===== src/rtl/sdc_data_reader.sv =====
// SD 1-bit DAT0 single-block receiver: start-bit hunt, MSB-first byte
// assembly, CRC16-CCITT check of the received CRC and end bit.
module sdc_data_reader #(
    parameter int BLOCK_BYTES = 512,
    parameter int TIMEOUT     = 65535
) (
    input  logic       clk,
    input  logic       resetN,
    input  logic       start,
    input  logic       sampleEn,
    input  logic       sdDat,
    output logic [7:0] dataOut,
    output logic       byteValid,
    output logic       blockDone,
    output logic       crcOk,
    output logic       crcErr,
    output logic       timeout,
    output logic       busy
);

    localparam int BITS = BLOCK_BYTES * 8;
    localparam int BW   = $clog2(BITS);
    localparam int TW   = $clog2(TIMEOUT + 1);

    typedef enum logic [2:0] {
        IDLE, WAIT_START, DATA, CRC, ENDBIT, DONE
    } state_t;

    state_t          state_q, state_d;
    logic [BW-1:0]   bitCnt_q;
    logic [TW-1:0]   toCnt_q;
    logic [3:0]      crcCnt_q;
    logic [6:0]      shift_q;
    logic [15:0]     crcCalc_q, crcRx_q;
    logic            endBit_q;
    logic [7:0]      dataOut_q;
    logic            byteValid_q, blockDone_q;
    logic            crcOk_q, crcErr_q, timeout_q;

    logic            lastBit, toHit, crcFb;
    logic            byteValid_d, blockDone_d, matchOk;
    logic [15:0]     crcNext;

    assign lastBit = (bitCnt_q == BW'(BITS - 1));
    assign toHit   = (toCnt_q == TW'(TIMEOUT - 1));
    assign crcFb   = crcCalc_q[15] ^ sdDat;
    assign crcNext = {crcCalc_q[14:0], 1'b0}
                   ^ ({16{crcFb}} & 16'h1021);

    always_ff @(posedge clk) begin
        if (!resetN) state_q <= IDLE;
        else         state_q <= state_d;
    end

    always_comb begin
        state_d = state_q;
        unique case (state_q)
            IDLE:       if (start) state_d = WAIT_START;
            WAIT_START: if (sampleEn) begin
                            if (!sdDat)     state_d = DATA;
                            else if (toHit) state_d = DONE;
                        end
            DATA:       if (sampleEn && lastBit) state_d = CRC;
            CRC:        if (sampleEn && crcCnt_q == 4'd15)
                            state_d = ENDBIT;
            ENDBIT:     if (sampleEn) state_d = DONE;
            DONE:       state_d = IDLE;
            default:    state_d = IDLE;
        endcase
    end

    always_comb begin
        busy        = (state_q != IDLE);
        byteValid_d = (state_q == DATA) && sampleEn
                    && (bitCnt_q[2:0] == 3'd7);
        blockDone_d = (state_q == DONE);
        matchOk     = (crcRx_q == crcCalc_q) && endBit_q
                    && !timeout_q;
    end

    always_ff @(posedge clk) begin
        if (!resetN) begin
            bitCnt_q    <= '0;
            toCnt_q     <= '0;
            crcCnt_q    <= '0;
            shift_q     <= '0;
            crcCalc_q   <= '0;
            crcRx_q     <= '0;
            endBit_q    <= 1'b0;
            dataOut_q   <= '0;
            byteValid_q <= 1'b0;
            blockDone_q <= 1'b0;
            crcOk_q     <= 1'b0;
            crcErr_q    <= 1'b0;
            timeout_q   <= 1'b0;
        end else begin
            byteValid_q <= byteValid_d;
            blockDone_q <= blockDone_d;
            unique case (state_q)
                IDLE: if (start) begin
                    toCnt_q   <= '0;
                    crcCalc_q <= '0;
                    crcOk_q   <= 1'b0;
                    crcErr_q  <= 1'b0;
                    timeout_q <= 1'b0;
                end
                WAIT_START: if (sampleEn) begin
                    if (!sdDat) begin
                        bitCnt_q <= '0;
                    end else begin
                        toCnt_q <= toCnt_q + TW'(1);
                        if (toHit) timeout_q <= 1'b1;
                    end
                end
                DATA: if (sampleEn) begin
                    shift_q   <= {shift_q[5:0], sdDat};
                    crcCalc_q <= crcNext;
                    bitCnt_q  <= bitCnt_q + BW'(1);
                    if (byteValid_d) dataOut_q <= {shift_q, sdDat};
                    if (lastBit)     crcCnt_q  <= '0;
                end
                // computed CRC stays frozen while the card's CRC shifts in
                CRC: if (sampleEn) begin
                    crcRx_q  <= {crcRx_q[14:0], sdDat};
                    crcCnt_q <= crcCnt_q + 4'd1;
                end
                ENDBIT: if (sampleEn) endBit_q <= sdDat;
                DONE: begin
                    crcOk_q  <= matchOk;
                    crcErr_q <= !matchOk && !timeout_q;
                end
                default: ;
            endcase
        end
    end

    assign dataOut   = dataOut_q;
    assign byteValid = byteValid_q;
    assign blockDone = blockDone_q;
    assign crcOk     = crcOk_q;
    assign crcErr    = crcErr_q;
    assign timeout   = timeout_q;

endmodule


===== config.mk =====
export PLATFORM = sky130hd
export DESIGN_NAME = sdc_data_reader
export DESIGN_NICKNAME = d
export VERILOG_FILES = /design/src/rtl/sdc_data_reader.sv
export SDC_FILE = /design/constraint.sdc
export NUM_CORES = 1
export LEC_CHECK = 0
export CAP_MARGIN = 20
export CELL_PAD_IN_SITES_DETAIL_PLACEMENT = 0
export CELL_PAD_IN_SITES_GLOBAL_PLACEMENT = 1
export CORE_UTILIZATION = 49
export DETAILED_ROUTE_END_ITERATION = 8
export PLACE_DENSITY_LB_ADDON = 0.1
export SYNTH_ARGS = -nofsm -noshare
export SYNTH_HDL_FRONTEND = slang
export SYNTH_SLANG_ARGS = --single-unit

===== constraint.sdc =====
create_clock -name clk -period 3.75 [get_ports clk]
set_clock_uncertainty 0.1 [all_clocks]
set_input_delay 0.75 -clock clk [delete_from_list [all_inputs] [get_ports clk]]
set_output_delay 0.75 -clock clk [all_outputs]
set_load 0.1 [all_outputs]

After elaboration in Yosys (flattened, before gate mapping) --
Index checks and enable logic that the tools add are counted.
Operators by class: add/sub/neg operators 3, multiply operators 0, divide/modulo/power cells 0, $lt $le $gt $ge 0, equal/unequal tests 22, shift operators 0, mux-type cells 29, bitwise operators 2, reduce and logical (&&, ||, !) cells 27
Operators by type and width (number):
- 16-bit 2-to-1 mux | 4
- 16-bit case mux with 2 select lines | 2
- 12-bit 2-to-1 mux | 3
- 12-bit case mux with 2 select lines | 1
- 2-bit != test (second input constant) | 11
- 3-bit 2-to-1 mux | 7
- 16-bit by 1-bit adder with 16-bit output (second input constant) | 1
- 16-bit equality test | 1
- 16-bit equality test (second input constant) | 1
- 16-bit by 13-bit bitwise XOR with 16-bit output | 1
- 3-bit case mux with 5 select lines | 1
- 12-bit by 1-bit adder with 12-bit output (second input constant) | 1
- 12-bit equality test (second input constant) | 1
- 4-bit 2-to-1 mux | 3
- 4-bit AND reduction | 3
- 2-bit nonzero test | 5
- 3-bit equality test (second input constant) | 3
- 4-bit case mux with 2 select lines | 1
- 2-bit AND reduction | 4
- 1-bit logical AND | 7
- 3-bit by 2-bit equality test with 1-bit output (second input constant) | 2
- 1-bit case mux with 2 select lines | 3
- 3-bit AND reduction | 2
- 6-bit AND reduction | 1
- 10 further kinds | 14
Storage, ports and cells: register bits 88, latch bits 0, memory bits (writable) 0, bits in read-only memories 0, bits of input ports 5, memories 0

Depth between registers and ports, before layout --
word-level depth 6, mapped depth 7, depth with buffers taken out 5

Worst setup path after synthesis --
Ideal clock, no wire load.
path type register to output, from reg state_q[0], to out busy, arrival 1598 ps, slack 1302 ps, stages on the path, launching flop included 4, buffers on the path 2, cell sequence dfxtp_1 clkbuf_1 clkbuf_1 or3_1
Between the ends: longest elaborated chain between the ends 1
RTL lines:
- start, declared | line 29 | state_t state_q, state_d;
- start signal, assigned | line 52 | else state_q <= state_d;
- 3-bit nonzero test | line 73 | busy = (state_q != IDLE);
- end, declared | line 18 | output logic busy
No other way between the ends.

Final worst setup path --
from reg timeout_q (netlist: timeout), to out timeout
RTL lines:
- start, declared | line 38 | logic crcOk_q, crcErr_q, timeout_q;
- start signal, assigned | line 95 | timeout_q <= 1'b0;
- start signal, assigned | line 105 | timeout_q <= 1'b0;
- start signal, assigned | line 112 | if (toHit) timeout_q <= 1'b1;
- end, declared | line 17 | output logic timeout,
No word-level cell between the ends.

==> results.yml <==
status:
  status: "finished, final reports clean"
power_and_ir_drop:
  p_comb_share_pct: 11.6
  power.total_mw: 1.89
  p_per_area_nw_per_um2: 414
  p_sw_mw: 0.524
  seqPwrFrac_pct: 51.8
  power.share.switching_pct: 27.7
  p_int_mw: 1.37
  p_leak_nw: 1.49
  vdd_drop_max_mv: 0.184
  pwr-share-clk_pct: 36.6
floorplan:
  io-pin-count: 19
  dieWidth_um: 93.6
  start_util_pct: 50.3
  dieArea_um2: 8760
  die_y_um: 93.6
  core_area_um2: 8180
  rows: 33
synth:
  syn-cell-area_um2: 4110
  synthTopCellsByArea: "dfxtp_1 43%, a21boi_0 8.9%, nand2_1 8.3%"
  synth-warning-count: 0
  synth_enable_flop_cells: 0
  syn_nets: 496
  synth_flop_cell: "dfxtp_1"
  synth_area_leader_cell: "dfxtp_1"
  yosysSeqAreaShare_pct: 42.8
  synth-seq-cells: 88
  yosysUniqueCellTypes: 57
  syn_avg_cell_area_um2: 8.46
  yosysMostFrequentCell: "nand2_1"
  synth_top_area_share_pct: 42.8
  synth_common_cells: "91 x nand2_1, 88 x dfxtp_1, 49 x a21boi_0"
  synth_cells: 486
  async_flop_share_pct: 0
critical_path:
  worstPathArrival_ns: 1.90
  critPathTopFamily: "buffers and inverters"
  rr_startpoint: "state_q[0]$_SDFFE_PN0P_"
  cp-end-kind: "output port"
  reg2reg_to: "bitCnt_q[11]$_SDFFE_PN0P_"
  crit_cells: 1
  reg2reg_depth: 4
  worst-path-buf-inv: 1
  startpoint_type: "flip-flop"
  crit_chain: "clkdlybuf4s50_1"
  critPathMaxStageDelay_ns: 1.15
  crit_type: "flip-flop to output port"
  cp_slowest_cell: "clkdlybuf4s50_1"
  r2r_slack_ns: 1.24
  crit_required_ns: 2.90
  worstPathMaxFanout: 4
clocking:
  cts.reportedPaths.clkPinSlew_ns: 0.09
  cts_sinks: 88
  insertion_delay_ns: 0.35
  numCtsBuffers: 9
  hold_buffers: 0
  cts_tree: "built"
  htreeDepth: 3
  post_cts_buffers: 0
  ctsResizeCount: 0
  clock_path_buffers: 2
  cts-root-buf: "clkbuf_8"
grt:
  antenna_found_initial: 0
  grt_pass1_wl_mm: 14.5
  grt_pass1_vias: 3047
  grt_max_degree: 35
  grtUsageTotal_pct: 20.8
  grt-ovfl-total: 0
layout:
  area_growth_pct: 11.3
  drive_gt1_share_pct: 6.83
  fillers: 803
  antenna_cells: 0
  fin_nets: 503
detailed_routing:
  drc_errors: 0
  viasPerCell: 5.60
  vias: 3378
  firstDrtPassIters: 4
  detail-route-antenna-nets: 0
  drtIter0Drc: 100
  wl_per_cell_um: 14.2
  routed_wl_mm: 8.54
sta:
  period_needed_ns: 2.75
  rsz0062_at_grt: "no"
  period_share_pct: 73.4
  maxSlewViolCount: 0
  finalSetupViolations: 0
  clock.fmax_mhz: 363
  max_slew_margin_pct: 35.2
  worst_slew_pin_slew_ns: 0.969
  final.setup.tns_ns: 0
  report.final.hold_viol_count: 0
min_path:
  hold_path_class: "flip-flop to flip-flop"
  hold_start: "dataOut[6]$_SDFFE_PN0P_"
  hold_end: "dataOut[6]$_SDFFE_PN0P_"
  whs_path_depth: 2
place:
  io_buffers: 18
  dp_hpwl_mm: 5.85
  place_congestion: 0.746
job:
  cap_violations: 0
## kinds of logic (layout without fill, tap and decap cells)
| family | count (synthesis) | after routing | share of synthesized area, % |
|---|---|---|---|
| AOI/OAI and AO/OA | 116 | 116 | 19.7 |
| xor gates and xnor gates | 26 | 26 | 5.54 |
| adders and majority gates | 5 | 5 | 1.52 |
| buffers and inverters | 36 | 48 | 3.83 |
| DFF | 88 | 88 | 42.8 |
| muxes | 3 | 3 | 0.761 |
| and+or+nand+nor | 212 | 212 | 25.8 |
## power by group through the flow
stage | registers [mW] | clock network (mW) | logic, mW
finish | 0.982 | 0.693 | 0.219
global route | 0.986 | 0.754 | 0.240
CTS | 0.981 | 0.715 | 0.220
detailed placement | 1.00 | 0 | 0.220
global placement | 1.00 | 0 | 0.216
floorplan | 0.981 | 0 | 0.187
## layout by cell type, fill, tap and decap left out, drive strengths merged, types with 5 or more instances in the layout
cell,instances
ha,5
a21oi,21
clkbuf,11
inv,7
nand2,91
o21ai,11
nor2,16
and3,5
buf,10
nand4,8
o31ai,9
clkdlybuf4s50,16
xor2,6
or4,8
nor2b,8
a21boi,49
xnor2,20
dfxtp,88
nand3,36
or3,11
## metrics by stage
stage               area (um^2)  utilization [%]  hold slack, ns  setup WS (ns)  std cells
detailed placement         4360             53.4           0.357          0.673        587
floorplan                  4110                -           0.344           1.30        486
global placement           4360             53.4           0.355          0.827        587
finish                     4580             56.0           0.365          0.997        603
global route               4580             56.0           0.404          0.811        603
CTS                        4580             56.0           0.371          0.981        603
## registers in the layout (all words and copies together), names as in the netlist
name and count:
byteValid 1, crcRx_q 16, crcErr 1, shift_q 7, blockDone 1, timeout 1
crcCalc_q 16, endBit_q 1, dataOut 8, bitCnt_q 12, crcOk 1, state_q 3
crcCnt_q 4, toCnt_q 16
## cell type report
type / instances / area [um^2] / area share [%]
Clock inverter: 5 / 63.8 / 1.39
Multi-Input combinational cell: 362 / 2210 / 48.4
Timing Repair Buffer: 26 / 233 / 5.08
Tap cell: 105 / 131 / 2.87
Clock buffer: 11 / 151 / 3.31
Sequential cell: 88 / 1760 / 38.5
Inverter: 6 / 22.5 / 0.492
## per-layer routing
layer / track usage, % / wire, um
met5: 0 / 0
met4: 5.00 / 92
met3: 4.63 / 203
met2: 34.1 / 3970
met1: 27.7 / 4280
## worst max-delay path by stage
| stage | start | to |
|---|---|---|
| floorplan | state_q[0]$_SDFFE_PN0P_ | busy |
| global placement | sampleEn | crcCnt_q[0]$_SDFFE_PN0P_ |
| detailed placement | sampleEn | crcCnt_q[0]$_SDFFE_PN0P_ |
| CTS | timeout$_SDFFE_PN0P_ | timeout |
| global route | sampleEn | crcCnt_q[0]$_SDFFE_PN0P_ |
| finish | timeout$_SDFFE_PN0P_ | timeout |
Power figures use the tool's default switching activity.
==> RTL edit (config.mk and constraints unchanged) <==
Register the inputs `start`, `sampleEn` and `sdDat` before use. The logic sees them one clock later.
--- a/src/rtl/sdc_data_reader.sv
+++ b/src/rtl/sdc_data_reader.sv
@@ -26,6 +26,16 @@
         IDLE, WAIT_START, DATA, CRC, ENDBIT, DONE
     } state_t;
 
+    logic start_q;
+    logic sampleEn_q;
+    logic sdDat_q;
+
+    always_ff @(posedge clk) begin
+        start_q    <= start;
+        sampleEn_q <= sampleEn;
+        sdDat_q    <= sdDat;
+    end
+
     state_t          state_q, state_d;
     logic [BW-1:0]   bitCnt_q;
     logic [TW-1:0]   toCnt_q;
@@ -43,7 +53,7 @@
 
     assign lastBit = (bitCnt_q == BW'(BITS - 1));
     assign toHit   = (toCnt_q == TW'(TIMEOUT - 1));
-    assign crcFb   = crcCalc_q[15] ^ sdDat;
+    assign crcFb   = crcCalc_q[15] ^ sdDat_q;
     assign crcNext = {crcCalc_q[14:0], 1'b0}
                    ^ ({16{crcFb}} & 16'h1021);
 
@@ -55,15 +65,15 @@
     always_comb begin
         state_d = state_q;
         unique case (state_q)
-            IDLE:       if (start) state_d = WAIT_START;
-            WAIT_START: if (sampleEn) begin
-                            if (!sdDat)     state_d = DATA;
+            IDLE:       if (start_q) state_d = WAIT_START;
+            WAIT_START: if (sampleEn_q) begin
+                            if (!sdDat_q)     state_d = DATA;
                             else if (toHit) state_d = DONE;
                         end
-            DATA:       if (sampleEn && lastBit) state_d = CRC;
-            CRC:        if (sampleEn && crcCnt_q == 4'd15)
+            DATA:       if (sampleEn_q && lastBit) state_d = CRC;
+            CRC:        if (sampleEn_q && crcCnt_q == 4'd15)
                             state_d = ENDBIT;
-            ENDBIT:     if (sampleEn) state_d = DONE;
+            ENDBIT:     if (sampleEn_q) state_d = DONE;
             DONE:       state_d = IDLE;
             default:    state_d = IDLE;
         endcase
@@ -71,7 +81,7 @@
 
     always_comb begin
         busy        = (state_q != IDLE);
-        byteValid_d = (state_q == DATA) && sampleEn
+        byteValid_d = (state_q == DATA) && sampleEn_q
                     && (bitCnt_q[2:0] == 3'd7);
         blockDone_d = (state_q == DONE);
         matchOk     = (crcRx_q == crcCalc_q) && endBit_q
@@ -97,34 +107,34 @@
             byteValid_q <= byteValid_d;
             blockDone_q <= blockDone_d;
             unique case (state_q)
-                IDLE: if (start) begin
+                IDLE: if (start_q) begin
                     toCnt_q   <= '0;
                     crcCalc_q <= '0;
                     crcOk_q   <= 1'b0;
                     crcErr_q  <= 1'b0;
                     timeout_q <= 1'b0;
                 end
-                WAIT_START: if (sampleEn) begin
-                    if (!sdDat) begin
+                WAIT_START: if (sampleEn_q) begin
+                    if (!sdDat_q) begin
                         bitCnt_q <= '0;
                     end else begin
                         toCnt_q <= toCnt_q + TW'(1);
                         if (toHit) timeout_q <= 1'b1;
                     end
                 end
-                DATA: if (sampleEn) begin
-                    shift_q   <= {shift_q[5:0], sdDat};
+                DATA: if (sampleEn_q) begin
+                    shift_q   <= {shift_q[5:0], sdDat_q};
                     crcCalc_q <= crcNext;
                     bitCnt_q  <= bitCnt_q + BW'(1);
-                    if (byteValid_d) dataOut_q <= {shift_q, sdDat};
+                    if (byteValid_d) dataOut_q <= {shift_q, sdDat_q};
                     if (lastBit)     crcCnt_q  <= '0;
                 end
                 // computed CRC stays frozen while the card's CRC shifts in
-                CRC: if (sampleEn) begin
-                    crcRx_q  <= {crcRx_q[14:0], sdDat};
+                CRC: if (sampleEn_q) begin
+                    crcRx_q  <= {crcRx_q[14:0], sdDat_q};
                     crcCnt_q <= crcCnt_q + 4'd1;
                 end
-                ENDBIT: if (sampleEn) endBit_q <= sdDat;
+                ENDBIT: if (sampleEn_q) endBit_q <= sdDat_q;
                 DONE: begin
                     crcOk_q  <= matchOk;
                     crcErr_q <= !matchOk && !timeout_q;
Function: changed (a bounded check fails within 4 cycles, from zero or initial values and one cycle with resetN low).
==> RTL edit against the original RTL <==
- sequential cell count is 3 higher
- highest routed layer unchanged
- final area is 0.41% lower
- largest power group unchanged
- synthesized area is 0.67% higher
- power is 4.3% higher
- synthesized cell count is 0.21% higher
- setup slack worse by 0.027 ns
- routed wire length is 1.2% higher
==> RTL edit: results (changes against the original RTL) <==
Yosys warns = 0 (unchanged)
Avg Inst Size Synth = 8.50 sq um (+0.46%)
Startpoint Class = flop
Worst slack, placed = 1.19 ns (+0.517 ns)
Leakage = 1.56 nW (+5.3%)
Number of diodes = 0 (unchanged)
Critical R2R Capture = crcCnt_q[0]$_SDFFE_PN0P_
Initial antenna violation count = 0 (unchanged)
Post-synth top cells = dfxtp_1, nand2_1, a21oi_1, nand4_1
FF-to-FF Start = state_q[1]$_SDFFE_PN0P_
Initial DRC count = 160 (+60%)
Placed Cells = 585 (-0.34%)
Psw = 0.580 mW (+11%)
Sequential area share after synthesis = 44.0% (+1.2 points)
Reg power frac = 51.9% (about the same)
Routed WL = 8650 microns (+1.2%)
Syn nets = 497 (+0.20%)
Area after DPL = 0.00434 sq mm (-0.46%)
Largest net degree at the start of global routing = 44 (+26%)
Length of routed wiring on met1 = 4450 microns (+4.1%)
Yosys cell types = 56 (-1.8%)
Placer's final routability congestion estimate = 0.769 (+3.1%)
Vias per inst = 5.59 (-0.25%)
Slowest-stage cell, CP = dfxtp_1
Slew @ Worst Pin = 0.983 ns (+0.0136 ns)
Critical Path End = busy
WHS Path Cells = 2 (unchanged)
Vias in the first global route = 3029 (-0.59%)
CTS clk-pin slew, worst paths = 0.09 ns (about the same)
DP HPWL = 5720 microns (-2.3%)
Layout cells sized above 1 = 7.24% (+0.42 points)
Max incr delay on CP = 0.98 ns (-0.17 ns)
Setup bufs post-CTS = 0 (unchanged)
CTS Root Cell = clkbuf_8
First-pass GRT wire length = 14900 microns (+3.0%)
Type of the tightest min-delay check = flop to flop
Ranking of synthesized cells by area = dfxtp_1, nand2_1, a21oi_1
Worst VDD drop = 0.000207 V (+12%)
Top Metal Used = met4
Final Cycle Share = 74.1% (+0.72 points)
Met2 WL = 3830 microns (-3.5%)
Reg2Reg Depth = 4 (unchanged)
H-tree levels = 3 (unchanged)
Fillcell total = 767 (-4.5%)
Critical path peak fanout = 29 (+25)
Cts bufs inserted = 9 (unchanged)
GR Util All Layers = 21.3% (+0.47 points)
DR vias = 3364 (-0.41%)
Wire length on met3 = 288 microns (+42%)
Worst Path Arrival = 1.93 ns (+0.03 ns)
Outcome = complete, no violations
FF-to-FF setup slack = 1.26 ns (+0.02 ns)
==> RTL edit: changes by cell type after synthesis, moves of 4 or more <==
cell      delta
clkbuf_1    -11
nor2_1       +4
o21ai_0      +6
or4_1        -7
xor2_1      +14
xnor2_1     -11
nor2b_1      -5
a21boi_0    -49
nand4_1     +13
a21oi_1     +44
and4_1       +4
buf_2       +11
o31ai_1      -7
nand3_1     -18
==> RTL edit: logic make-up (layout without fill, tap and decap cells) <==
kind of cell               Yosys count  in the layout  synth area share (%)
and+or+nand+nor                    206            206                  25.4
DFF                                 91             91                  44.0
adders and majority gates            5              5                  1.51
muxes                                6              6                  1.48
buffers and inverters               39             49                  4.41
AOI/OAI and AO/OA                  111            111                  17.0
xor gates and xnor gates            29             29                  6.13
==> RTL edit: worst min-delay path by stage <==
stage | from | endpoint | slack (ns)
2_1_floorplan | shift_q[6]$_SDFFE_PN0P_ | shift_q[6]$_SDFFE_PN0P_ | 0.34
3_3_place_gp | dataOut[7]$_SDFFE_PN0P_ | dataOut[7]$_SDFFE_PN0P_ | 0.34
3_5_place_dp | dataOut[6]$_SDFFE_PN0P_ | dataOut[6]$_SDFFE_PN0P_ | 0.35
4_1_cts | dataOut[6]$_SDFFE_PN0P_ | dataOut[6]$_SDFFE_PN0P_ | 0.36
5_1_grt | dataOut[4]$_SDFFE_PN0P_ | dataOut[4]$_SDFFE_PN0P_ | 0.38
6_report | dataOut[0]$_SDFFE_PN0P_ | dataOut[0]$_SDFFE_PN0P_ | 0.36
==> RTL edit: final cells by class <==
| class | instances | area (sq um) | share of cell area [%] |
|---|---|---|---|
| Tap cell | 105 | 131 | 2.88 |
| Sequential cell | 91 | 1820 | 40.0 |
| Inverter | 8 | 30.0 | 0.659 |
| Clock buffer | 10 | 138 | 3.02 |
| Multi-Input combinational cell | 357 | 2140 | 46.9 |
| Timing Repair Buffer | 25 | 230 | 5.05 |
| Clock inverter | 6 | 71.3 | 1.56 |
==> RTL edit: worst max-delay path: cells and delay by family (launching register included) <==
| kind | cells | cell delay (ns) |
|---|---|---|
| buffers and inverters | 1 | 0.31 |
| and+or+nand+nor | 1 | 0.28 |
| DFF | 1 | 0.98 |
==> RTL edit: through the flow <==
stage | power, mW | utilization [%]
after floorplan | 1.25 | -
after global placement | 1.29 | 52.8
after detailed placement | 1.30 | 52.8
after CTS | 1.99 | 55.4
after global routing | 2.06 | 55.5
final | 1.98 | 55.5
==> RTL edit: metal layers <==
metal	global-route usage, %	vias to the layer above
li1	-	1729
met1	30.3	1581
met2	32.4	47
met3	3.88	7
met4	6.54	0
met5	0	-
